**src/rtl/pipe_reg_de_ctrl.sv**
```systemverilog
// Decode->Execute pipeline register.
// Carries the datapath, control and hazard fields from the register-file stage
// to the ALU stage. It supports stall (hold), flush (bubble) and valid tracking,
// and keeps saturating stall/flush event counters for performance debug.
module pipe_reg_de_ctrl #(
    parameter int DATA_WIDTH = 32,
    parameter int ADDR_WIDTH = 5,
    parameter int CTRL_WIDTH = 12,
    parameter int CNT_WIDTH  = 16
) (
    input  logic                  clk,
    input  logic                  rst,
    input  logic                  StallE,
    input  logic                  FlushE,
    input  logic                  ValidD,
    input  logic [CTRL_WIDTH-1:0] CtrlD,
    input  logic [DATA_WIDTH-1:0] RD1D,
    input  logic [DATA_WIDTH-1:0] RD2D,
    input  logic [DATA_WIDTH-1:0] PCD,
    input  logic [DATA_WIDTH-1:0] ImmExtD,
    input  logic [DATA_WIDTH-1:0] PCPlus4D,
    input  logic [ADDR_WIDTH-1:0] Rs1D,
    input  logic [ADDR_WIDTH-1:0] Rs2D,
    input  logic [ADDR_WIDTH-1:0] RdD,
    output logic                  ValidE,
    output logic [CTRL_WIDTH-1:0] CtrlE,
    output logic [DATA_WIDTH-1:0] RD1E,
    output logic [DATA_WIDTH-1:0] RD2E,
    output logic [DATA_WIDTH-1:0] PCE,
    output logic [DATA_WIDTH-1:0] ImmExtE,
    output logic [DATA_WIDTH-1:0] PCPlus4E,
    output logic [ADDR_WIDTH-1:0] Rs1E,
    output logic [ADDR_WIDTH-1:0] Rs2E,
    output logic [ADDR_WIDTH-1:0] RdE,
    output logic [CNT_WIDTH-1:0]  StallCount,
    output logic [CNT_WIDTH-1:0]  FlushCount
);

    localparam logic [CNT_WIDTH-1:0] CNT_MAX = '1;
    localparam logic [CNT_WIDTH-1:0] CNT_ONE = {{(CNT_WIDTH-1){1'b0}}, 1'b1};

    // Pipeline register: reset > flush (bubble) > stall (hold) > load from D.
    // NOTE: sequential state uses non-blocking (<=) so every flop samples the
    // pre-edge values, independent of statement order.
    always_ff @(posedge clk) begin
        if (rst) begin
            ValidE   <= 1'b0;
            CtrlE    <= '0;
            RD1E     <= '0;
            RD2E     <= '0;
            PCE      <= '0;
            ImmExtE  <= '0;
            PCPlus4E <= '0;
            Rs1E     <= '0;
            Rs2E     <= '0;
            RdE      <= '0;
        end else if (FlushE) begin
            // Bubble: nothing downstream may forward from or write back this slot.
            ValidE   <= 1'b0;
            CtrlE    <= '0;
            RD1E     <= '0;
            RD2E     <= '0;
            PCE      <= '0;
            ImmExtE  <= '0;
            PCPlus4E <= '0;
            Rs1E     <= '0;
            Rs2E     <= '0;
            RdE      <= '0;
        end else if (!StallE) begin
            // An invalid slot carries no control and no destination, so it can
            // never write state or look like a forwarding source.
            ValidE   <= ValidD;
            CtrlE    <= ValidD ? CtrlD : '0;
            RD1E     <= RD1D;
            RD2E     <= RD2D;
            PCE      <= PCD;
            ImmExtE  <= ImmExtD;
            PCPlus4E <= PCPlus4D;
            Rs1E     <= Rs1D;
            Rs2E     <= Rs2D;
            RdE      <= ValidD ? RdD : '0;
        end
        // NOTE: with StallE=1 no branch assigns, so the flops simply keep their
        // value; inside always_ff that is a hold, not an inferred latch.
    end

    // Event counters: a flush edge counts as a flush only, never as a stall.
    // Both saturate at all-ones and are cleared only by reset.
    always_ff @(posedge clk) begin
        if (rst) begin
            StallCount <= '0;
            FlushCount <= '0;
        end else if (FlushE) begin
            if (FlushCount != CNT_MAX) begin
                FlushCount <= FlushCount + CNT_ONE;
            end
        end else if (StallE) begin
            if (StallCount != CNT_MAX) begin
                StallCount <= StallCount + CNT_ONE;
            end
        end
    end

endmodule

```
**config.mk**
```make
export PLATFORM = sky130hd
export DESIGN_NAME = pipe_reg_de_ctrl
export DESIGN_NICKNAME = d
export VERILOG_FILES = /design/src/rtl/pipe_reg_de_ctrl.sv
export SDC_FILE = /design/constraint.sdc
export NUM_CORES = 1
export LEC_CHECK = 0
export ABC_AREA = 1
export BUFFER_PORTS_ARGS = -buffer_cell sky130_fd_sc_hd__buf_4
export CAP_MARGIN = 20
export CORE_ASPECT_RATIO = 0.7
export CORE_UTILIZATION = 30
export DETAILED_ROUTE_END_ITERATION = 10
export GPL_ROUTABILITY_DRIVEN = 1
export PLACE_DENSITY_LB_ADDON = 0.12
export SKIP_CTS_REPAIR_TIMING = 1
export SYNTH_ARGS = -nofsm -noshare
export SYNTH_HDL_FRONTEND = slang
export SYNTH_SLANG_ARGS = --single-unit
```
**constraint.sdc**
```tcl
create_clock -name clk -period 2.15 [get_ports clk]
set_input_delay 0 -clock clk [delete_from_list [all_inputs] [get_ports clk]]
set_output_delay 0 -clock clk [all_outputs]
set_load 0.01 [all_outputs]
```
# After elaboration in Yosys (flattened, before gate mapping)
# Index checks and enable logic that the tools add are counted.
word_totals:
  reg_bits: 220
  in_bits: 192
  out_inout_bits: 220
  word_cells: 22
op_classes:
  n_addsub: 2
  n_eq_ne: 2
  muxes: 2
  bitwise_logic: 1
  reduce_logical: 3
op_table:
  columns: ["cell", "n"]
  rows:
  - ["16-bit by 1-bit adder with 16-bit output (second input constant)", 2]
  - ["16-bit != test (second input constant)", 2]
  - ["12-bit 2-to-1 mux", 1]
  - ["5-bit 2-to-1 mux", 1]
  - ["3-bit AND reduction", 1]
  - ["2-bit AND reduction", 1]
  - ["2-bit OR reduction", 1]
  - ["1-bit inverter", 1]

# Depth between registers and ports, before layout
# Gate-level depths: netlist of the first run.
depth:
  word_depth: 2
  ltp_mapped: 9
  ltp_nobuf: 9

# Least setup slack after synthesis of the first run
# Ideal clock, no wire load.
synth_timing:
  path_type: "register to register"
  startpoint: "register StallCount[0]"
  endpoint: "register StallCount[7]"
  setup_ns: 0.115
  t_arrival_ns: 1.341
  required_ns: 2.035
  slack_ns: 0.694
  stages_incl_launch_ff: 8
  path_buffers: 1
  synth_period_minus_slack_ns: 1.456
  path_cell_list: "dfxtp_1 > ha_1 > inv_1 > nor2_2 > nand4_4 > buf_2 > a21oi_1 > nor2_1"
synth_between:
  elab_chain_cells: 2
  word_cells_on_any_way: 3
  cone_classes: "add/sub: 1; eq/ne: 1; reduce/logical: 1"
synth_lines:
  columns: ["item", "line_no", "rtl"]
  rows:
  - ["from (decl)", "35", "output logic [CNT_WIDTH-1:0] StallCount,"]
  - ["from (signal assigned)", "99", "StallCount <= StallCount + CNT_ONE;"]
  - ["parallel branches: the longest is 2 deep, another holds 16-bit by 1-bit adder with 16-bit output", null, null]
# Several ways; the timed one is not identified.
# A chain may end at the register's enable or synchronous reset.

==> impl_metrics.yaml, run 1 <==
status:
  status: "finished clean"
sta:
  min_period_ns: 1.85
  finalWorstSetupSlack_ns: 0.299
  finClkSkew_ns: 0.0189
  fin_setup_tns_ns: 0
  final-setup-viol-count: 0
  whs_ns: 0.104
  rsz0062_at_grt: "no"
  fmax_ghz: 0.540
  relSlewSlack_pct: 40.3
  drv_slew: 0
  timing.final.hold_violations: 0
  min_period_over_period_pct: 86.1
  worstMarginPinSlew_ns: 0.896
route:
  vias: 9325
  routedWlPerCell_um: 14.4
  drc: 0
  ant_nets: 0
  routed_wirelength_um: 30300
  drt-initial-drc-count: 390
  vias_per_cell: 4.45
  dr.pass1.iters: 5
final_layout:
  fin_util_pct: 54.6
  final_cells: 2096
  final_area_mm2: 0.0147
  fin_nets: 1910
  drive_gt1_share_pct: 27.3
  antenna_cells: 0
  synthToLayoutAreaGrowth_pct: 78.4
  fillers: 2506
clock_network:
  clkSinkCount: 220
  numCtsBuffers: 24
  cts-root-buf: "clkbuf_16"
  clk_latency_ns: 0.53
  cts.reportedPaths.clkPinSlew_ns: 0.06
  clockBufferDepth: 3
  cts_tree: "yes"
  htreeDepth: 1
worst_setup_path:
  cp-end-kind: "flip-flop"
  arrival_ns: 2.31
  cp_max_fo: 97
  critPathKind: "input pin to flip-flop"
  worstPathRequired_ns: 2.61
  cp-start-kind: "input pin"
logic_synthesis:
  syn_area_per_cell_um2: 7.42
  ys_seq_area_share_pct: 53.6
  ys_warn_count: 0
  ys_types: 21
  netlist_instances: 1107
  yosys_register_bits: 220
  synthesis.nets: 1301
  synth_area_mm2: 0.00821
global_routing:
  grt_max_degree: 98
  grt_pass1_vias: 7717
  grt_pass1_wl_um: 42300
  track_usage_pct: 18.9
  gr-total-overflow: 0
  antenna_found_initial: 0
place:
  place_ws_ns: 0.523
  numPortBuffers: 411
  dpl_cell_area_mm2: 0.0116
  dp_cells: 1824
  finalWeightedCongestion: 0.815
  place_hpwl_um: 19100
die:
  die_y_um: 140
  row_count: 50
  dieArea_mm2: 0.0281
  die-width_um: 200
  core_region_area_mm2: 0.0268
  ios: 412
  initial_utilization_pct: 30.6
power:
  peakVddDrop_mv: 0.540
  p_total_mw: 9.59
  leakage_nw: 6.55
  p_per_area_mw_per_mm2: 655
run:
  max_cap_violations: 0
worst_hold_path:
  hold_class: "input pin to flip-flop"
-- per-layer routing --
metal	wire, µm	GRT usage (%)	up-vias
met4	601	4.50	0
met5	0	0	-
met2	14500	29.8	286
met1	12800	23.9	4235
met3	2400	7.87	49
li1	-	-	4755
-- cells in the mapped netlist --
| master | count | area share, % |
|---|---|---|
| nand2_1 | 446 | 20 |
| dfxtp_1 | 220 | 54 |
| a21oi_1 | 215 | 13 |
| nor2_1 | 74 | 3.4 |
| nand3_1 | 38 | 2.3 |
| buf_2 | 29 | 1.8 |
| clkbuf_1 | 29 | 1.3 |
| inv_1 | 23 | 1.1 |
| nor2_2 | 9 | 0.69 |
| buf_1 | 3 | 0.14 |
| buf_4 | 3 | 0.27 |
| buf_6 | 3 | 0.41 |
| inv_2 | 3 | 0.14 |
| ha_1 | 2 | 0.30 |
| nand4_1 | 2 | 0.15 |
| nand4_4 | 2 | 0.52 |
| o21ai_0 | 2 | 0.12 |
| clkinv_1 | 1 | 0.046 |
| nand2_2 | 1 | 0.076 |
| nor2_4 | 1 | 0.14 |
| nor3_1 | 1 | 0.061 |
-- worst paths after layout --
check | slack [ns] | endpoint | startpoint | depth (start not counted)
worst max-delay path | 0.30 | RD1E[7] | StallE | 7
worst min-delay path | 0.10 | StallCount[6] | rst | 5
worst max register to register | 0.48 | StallCount[13] | StallCount[0] | 6
worst min register to register | 0.46 | RD1E[16] | RD1E[16] | 2
-- worst max-delay path, cell delays in order --
cell           delay, ns
dlygate4sd3_1       0.55
buf_6               0.23
inv_4               0.22
buf_12              0.36
nand2_1             0.12
a21oi_1             0.16
dlygate4sd3_1       0.57
-- flip-flops by register name, indices dropped and copies added (netlist names) --
register,flops
Rs1E,5
StallCount,16
ValidE,1
FlushCount,16
RD2E,32
Rs2E,5
ImmExtE,32
RdE,5
RD1E,32
CtrlE,12
PCE,32
PCPlus4E,32
-- layout make-up --
| cell class | count | area [µm²] | share of cell area [%] |
|---|---|---|---|
| clock inverters | 5 | 61.3 | 0.418 |
| flip-flops and latches | 220 | 4400 | 30.1 |
| clock buffers | 37 | 709 | 4.84 |
| inverters | 27 | 104 | 0.709 |
| repair buffers | 650 | 5520 | 37.7 |
| well taps | 364 | 455 | 3.11 |
| multi-input cells | 793 | 3390 | 23.2 |
-- cell usage in the layout, fill, tap and decap left out --
master         netlist  final
clkinv_2             0      3
clkinv_1             1      1
a21oi_1            215    215
clkinv_8             0      1
dfxtp_1            220    220
buf_6                3      1
dlygate4sd3_1        0    230
inv_2                3      2
nor2_1              74     74
nand2_2              1      1
clkbuf_16            0     24
nand4_4              2      2
nand2_1            446    445
buf_4                3    414
nor2_4               1      1
clkbuf_1            29      7
nor3_1               1      1
o21ai_0              2      2
nand2_4              0      1
bufinv_16            0      1
inv_1               23     23
inv_4                0      1
nor2_2               9      9
nand3_1             38     38
clkbuf_8             0      6
nand4_1              2      2
ha_1                 2      2
buf_12               0      5
-- cells by family after synthesis --
kind of cell,synth area share (%)
flops,53.6
simple gates,27.7
fa+ha+maj,0.305
compound gates,13.2
buf+inv,5.15
-- report_power, final --
group | total [mW] | switching, mW | leakage [nW] | internal [mW]
combinational | 1.26 | 0.539 | 4.38 | 0.722
clock | 4.08 | 1.69 | 0.380 | 2.38
sequential | 4.25 | 0.0637 | 1.79 | 4.19
No activity file was read; power rests on OpenSTA's default activity.
==> run 2, diff against run 1 <==
==> constraint.sdc (replaced) <==
create_clock -name clk -period 2 [get_ports clk]
set_input_delay 0 -clock clk [delete_from_list [all_inputs] [get_ports clk]]
set_output_delay 0 -clock clk [all_outputs]
set_load 0.01 [all_outputs]
==> run 2 against run 1 <==
  * Cell area grew 0.65%
  * Non-clock buffer count grew 7
  * Routed wire length shrank 0.48%
  * Flip-flop and latch count unchanged
  * Global-route usage shrank 0.31 points
  * Critical endpoint is now RD1E[15]
  * Highest routed layer unchanged
==> impl_metrics.yaml, run 2 (synthesis results as in run 1) <==
worst_setup_path:
  cp.depth: 7
  reg2reg_from: "StallCount[0]"
  critPathKind: "input pin to flip-flop"
  cp_max_fo: 30
  worstPathRequired_ns: 2.40
  cp-end-kind: "flip-flop"
  cp-start-kind: "input pin"
  arrival_ns: 2.17
  r2r_slack_ns: 0.37
  r2r-end: "StallCount[14]"
  crit_family: "buffers and inverters"
  r2r_cells: 7
  path_cells: "dlygate4sd3_1, buf_4, inv_2, nand2_4, buf_4, a21oi_1, dlygate4sd3_1"
  slowest_delay_ns: 0.59
  critPathSlowestCell: "dlygate4sd3_1"
  critPathBufInv: 5
global_routing:
  gr-total-overflow: 0
  grt_pass1_vias: 7746
  grt_pass1_wl_um: 42000
  track_usage_pct: 18.6
  antenna_found_initial: 0
  grt_max_degree: 97
sta:
  rsz0062_at_grt: "no"
  drv_slew: 0
  fmax_ghz: 0.564
  relSlewSlack_pct: 67.4
  fin_setup_tns_ns: 0
  finalWorstSetupSlack_ns: 0.228
  final-setup-viol-count: 0
  timing.final.hold_violations: 0
  min_period_over_period_pct: 88.6
  worstMarginPinSlew_ns: 0.488
  finClkSkew_ns: 0.00537
  min_period_ns: 1.77
die:
  die-width_um: 200
  ios: 412
  core_region_area_mm2: 0.0268
  dieArea_mm2: 0.0281
  initial_utilization_pct: 30.6
  die_y_um: 140
  row_count: 50
status:
  status: "finished clean"
clock_network:
  cts_tree: "yes"
  cts.reportedPaths.clkPinSlew_ns: 0.07
  clk_latency_ns: 0.50
  htreeDepth: 1
  numCtsBuffers: 24
  clockBufferDepth: 3
  clkSinkCount: 220
  cts-root-buf: "clkbuf_16"
worst_hold_path:
  whs_path_depth: 4
  hold_class: "input pin to flip-flop"
  hold_end: "RD1E[17]"
  hold_start: "rst"
final_layout:
  fin_util_pct: 54.9
  drive_gt1_share_pct: 27.3
  final_common_cell: "nand2_1"
  final_area_mm2: 0.0147
  mostFrequentLayoutCells: "nand2_1 (445), buf_4 (414), dlygate4sd3_1 (235)"
  synthToLayoutAreaGrowth_pct: 79.5
  fin_nets: 1917
  antenna_cells: 0
route:
  drt-initial-drc-count: 449
  ant_nets: 0
  vias_per_cell: 4.48
  routed_wirelength_um: 30100
  dr.pass1.iters: 5
  vias: 9421
  drc: 0
  routedWlPerCell_um: 14.3
power:
  leakage_nw: 6.62
  peakVddDrop_mv: 0.504
  p_total_mw: 10.3
  p_per_area_mw_per_mm2: 700
place:
  finalWeightedCongestion: 0.815
  dpl_cell_area_mm2: 0.0116
  numPortBuffers: 411
  place_hpwl_um: 19300
  place_ws_ns: 0.403
run:
  max_cap_violations: 0
[run 2: cell count changes in the layout (fill, tap and decap cells not counted)]
cell | previous run | this run
buf_12 | 5 | 7
clkbuf_16 | 24 | 25
clkbuf_8 | 6 | 4
clkinv_2 | 3 | 6
clkinv_4 | 0 | 1
clkinv_8 | 1 | 0
dlygate4sd3_1 | 230 | 235
[run 2: worst max-delay path by stage]
stage,from,endpoint,slack (ns)
6_report,FlushE,RD1E[15],0.23
3_5_place_dp,StallCount[0],StallCount[13],0.40
3_3_place_gp,StallCount[0],StallCount[14],0.41
4_1_cts,StallCount[0],StallCount[13],0.39
2_1_floorplan,StallCount[0],StallCount[7],0.54
5_1_grt,FlushE,RD1E[26],0.15
[run 2: per-stage QoR]
| step | instances | hold slack (ns) |
|---|---|---|
| floorplan | 1107 | 0.143 |
| global placement | 1826 | 0.251 |
| detailed placement | 1826 | 0.259 |
| CTS | 1870 | -0.283 |
| global route | 2105 | 0.124 |
| finish | 2105 | 0.115 |
[run 2: area by class of cell]
class | instances | area [µm²]
clock buffer | 36 | 707
clock inverter | 8 | 68.8
fill | 2457 | 12100
inverter | 27 | 104
multi-input combinational | 793 | 3390
sequential | 220 | 4400
tap | 364 | 455
timing repair buffer | 657 | 5610
[run 2: worst min-delay path: cells and delay by family]
family,cells,cell delay [ns]
simple gates,1,0.31
compound gates,1,0.07
buf+inv,2,0.18
[run 2: routing by layer]
metal	vias to the layer above	GRT usage (%)	routed length, µm	share of wire (%)
met3	61	6.86	2200	7.3
met5	-	0	0	0
li1	4780	-	-	-
met4	0	5.66	842	2.8
met2	274	29.3	14300	47
met1	4306	23.6	12800	42
[run 2: power by group]
| part | switching [mW] | leakage [nW] | internal (mW) |
|---|---|---|---|
| registers | 0.0689 | 1.79 | 4.50 |
| logic | 0.579 | 4.44 | 0.781 |
| clock network | 1.81 | 0.387 | 2.57 |
==> run 3, diff against run 2 <==
--- a/config.mk
+++ b/config.mk
@@ -12,6 +12,7 @@
 export CORE_UTILIZATION = 30
 export DETAILED_ROUTE_END_ITERATION = 10
 export GPL_ROUTABILITY_DRIVEN = 1
+export GPL_TIMING_DRIVEN = 0
 export PLACE_DENSITY_LB_ADDON = 0.12
 export SKIP_CTS_REPAIR_TIMING = 1
 export SYNTH_ARGS = -nofsm -noshare
==> run 3 against run 2 <==
  * Clock power increased by 14%
  * Combinational power about the same
  * Cell area decreased by 0.80%
  * Worst hold slack got worse by 0.076 ns
  * Non-clock buffer count increased by 17
  * Register-to-register slack got worse by 0.07 ns
  * Die area unchanged
  * Largest cell class unchanged
  * Critical endpoint is now StallCount[9]
  * Via count increased by 0.97%
  * Critical path depth unchanged
  * Largest power group is now clock
==> impl_metrics.yaml, run 3 (synthesis results as in run 1) <==
status:
  status: "finished clean"
route:
  routed_wirelength_um: 31700
  drc: 0
  vias: 9512
  vias_per_cell: 4.48
  dr.pass1.iters: 4
  ant_nets: 0
  drt-initial-drc-count: 420
  routedWlPerCell_um: 14.9
final_layout:
  register_area_mm2: 0.00440
  fin_nets: 1934
  drive_gt1_share_pct: 28.6
  mostFrequentLayoutCells: "nand2_1 (446), buf_4 (413), dfxtp_1 (220)"
  fin_util_pct: 54.5
  synthToLayoutAreaGrowth_pct: 78.1
  final_common_cell: "nand2_1"
  fillers: 2573
  multi_input_area_mm2: 0.00339
sta:
  fmax_ghz: 0.590
  final-setup-viol-count: 0
  worstMarginPinSlew_ns: 0.603
  finClkSkew_ns: 0.00498
  min_period_over_period_pct: 84.8
  relSlewSlack_pct: 59.8
  timing.final.hold_violations: 0
  fin_setup_tns_ns: 0
  rsz0062_at_grt: "no"
  drv_slew: 0
  min_period_ns: 1.70
clock_network:
  cts-root-buf: "clkbuf_16"
  numCtsBuffers: 24
  htreeDepth: 1
  clk_latency_ns: 0.52
  clkSinkCount: 220
  cts.reportedPaths.clkPinSlew_ns: 0.06
  clockBufferDepth: 3
  cts_tree: "yes"
worst_setup_path:
  cp-start-kind: "flip-flop"
  critPathKind: "flip-flop to flip-flop"
  cp-end-kind: "flip-flop"
  worstPathRequired_ns: 2.41
  cp_max_fo: 10
  arrival_ns: 2.11
power:
  peakVddDrop_mv: 0.605
  p_per_area_mw_per_mm2: 748
  leakage_nw: 6.46
global_routing:
  grt_pass1_wl_um: 45000
  track_usage_pct: 20.6
  gr-total-overflow: 0
  grt_pass1_vias: 8117
  antenna_found_initial: 2
  grt_max_degree: 14
place:
  numPortBuffers: 410
  finalWeightedCongestion: 0.822
  place_hpwl_um: 22300
die:
  ios: 412
  initial_utilization_pct: 30.6
  row_count: 50
  core_region_area_mm2: 0.0268
  die_y_um: 140
  die-width_um: 200
  dieArea_mm2: 0.0281
run:
  max_cap_violations: 0
worst_hold_path:
  hold_class: "input pin to flip-flop"
-- run 3: cell count changes in the layout (fill, tap and decap cells not counted), moves of 2 or more --
cell           before  now
dlygate4sd3_1     235  197
buf_2               0   29
clkbuf_1            7   31
buf_12              7    0
clkbuf_8            4    9
clkinv_2            6    2
buf_1               0    3
bufinv_16           1    4
buf_6               1    3
diode_2             0    2
-- run 3: metrics by stage --
stage	hold slack (ns)	power, mW	instances	worst slack (ns)	cell area [µm²]
2_1_floorplan	0.143	5.07	1107	0.544	8210
3_3_place_gp	0.251	5.70	1881	0.350	11700
3_5_place_dp	0.260	5.71	1881	0.362	11700
4_1_cts	-0.296	10.7	1925	0.345	12700
5_1_grt	0.0462	11.4	2124	0.148	14600
6_report	0.0385	10.9	2124	0.304	14600
-- run 3: final timing paths --
path | from | endpoint | slack, ns | depth (start not counted)
hold reg to reg | RD2E[8] | RD2E[8] | 0.46 | 2
hold / removal | StallE | RD1E[22] | 0.04 | 4
setup reg to reg | StallCount[0] | StallCount[9] | 0.30 | 7
setup / recovery | StallCount[0] | StallCount[9] | 0.30 | 7
-- run 3: routing by layer --
metal | wire length [µm] | up-vias | GRT usage (%)
li1 | - | 4825 | -
met1 | 13900 | 4353 | 26.8
met2 | 14600 | 278 | 31.9
met3 | 2400 | 56 | 7.71
met4 | 777 | 0 | 5.30
met5 | 0 | - | 0
-- run 3: power by group --
group          leakage [nW]  switching (mW)  internal [mW]
logic                  4.23           0.594          0.761
clock network         0.444            1.88           3.13
registers              1.79          0.0723           4.50
total                  6.46            2.54           8.39
-- run 3: critical path: stages, from the launching register on --
cell and delay (ns):
dfxtp_1 0.47, ha_1 0.19, inv_1 0.08, nor2_2 0.18
nand4_4 0.19, buf_2 0.25, a21oi_1 0.16, nor2_1 0.06
-- run 3: layout make-up --
class / instances / share of cell area (%)
clock buffers: 36 / 5.17
diodes: 2 / 0.0342
inverters: 27 / 0.693
repair buffers: 607 / 34.5
clock inverters: 8 / 1.00
well taps: 364 / 3.11
plain buffers: 67 / 2.20
multi-input cells: 793 / 23.2
flip-flops and latches: 220 / 30.1
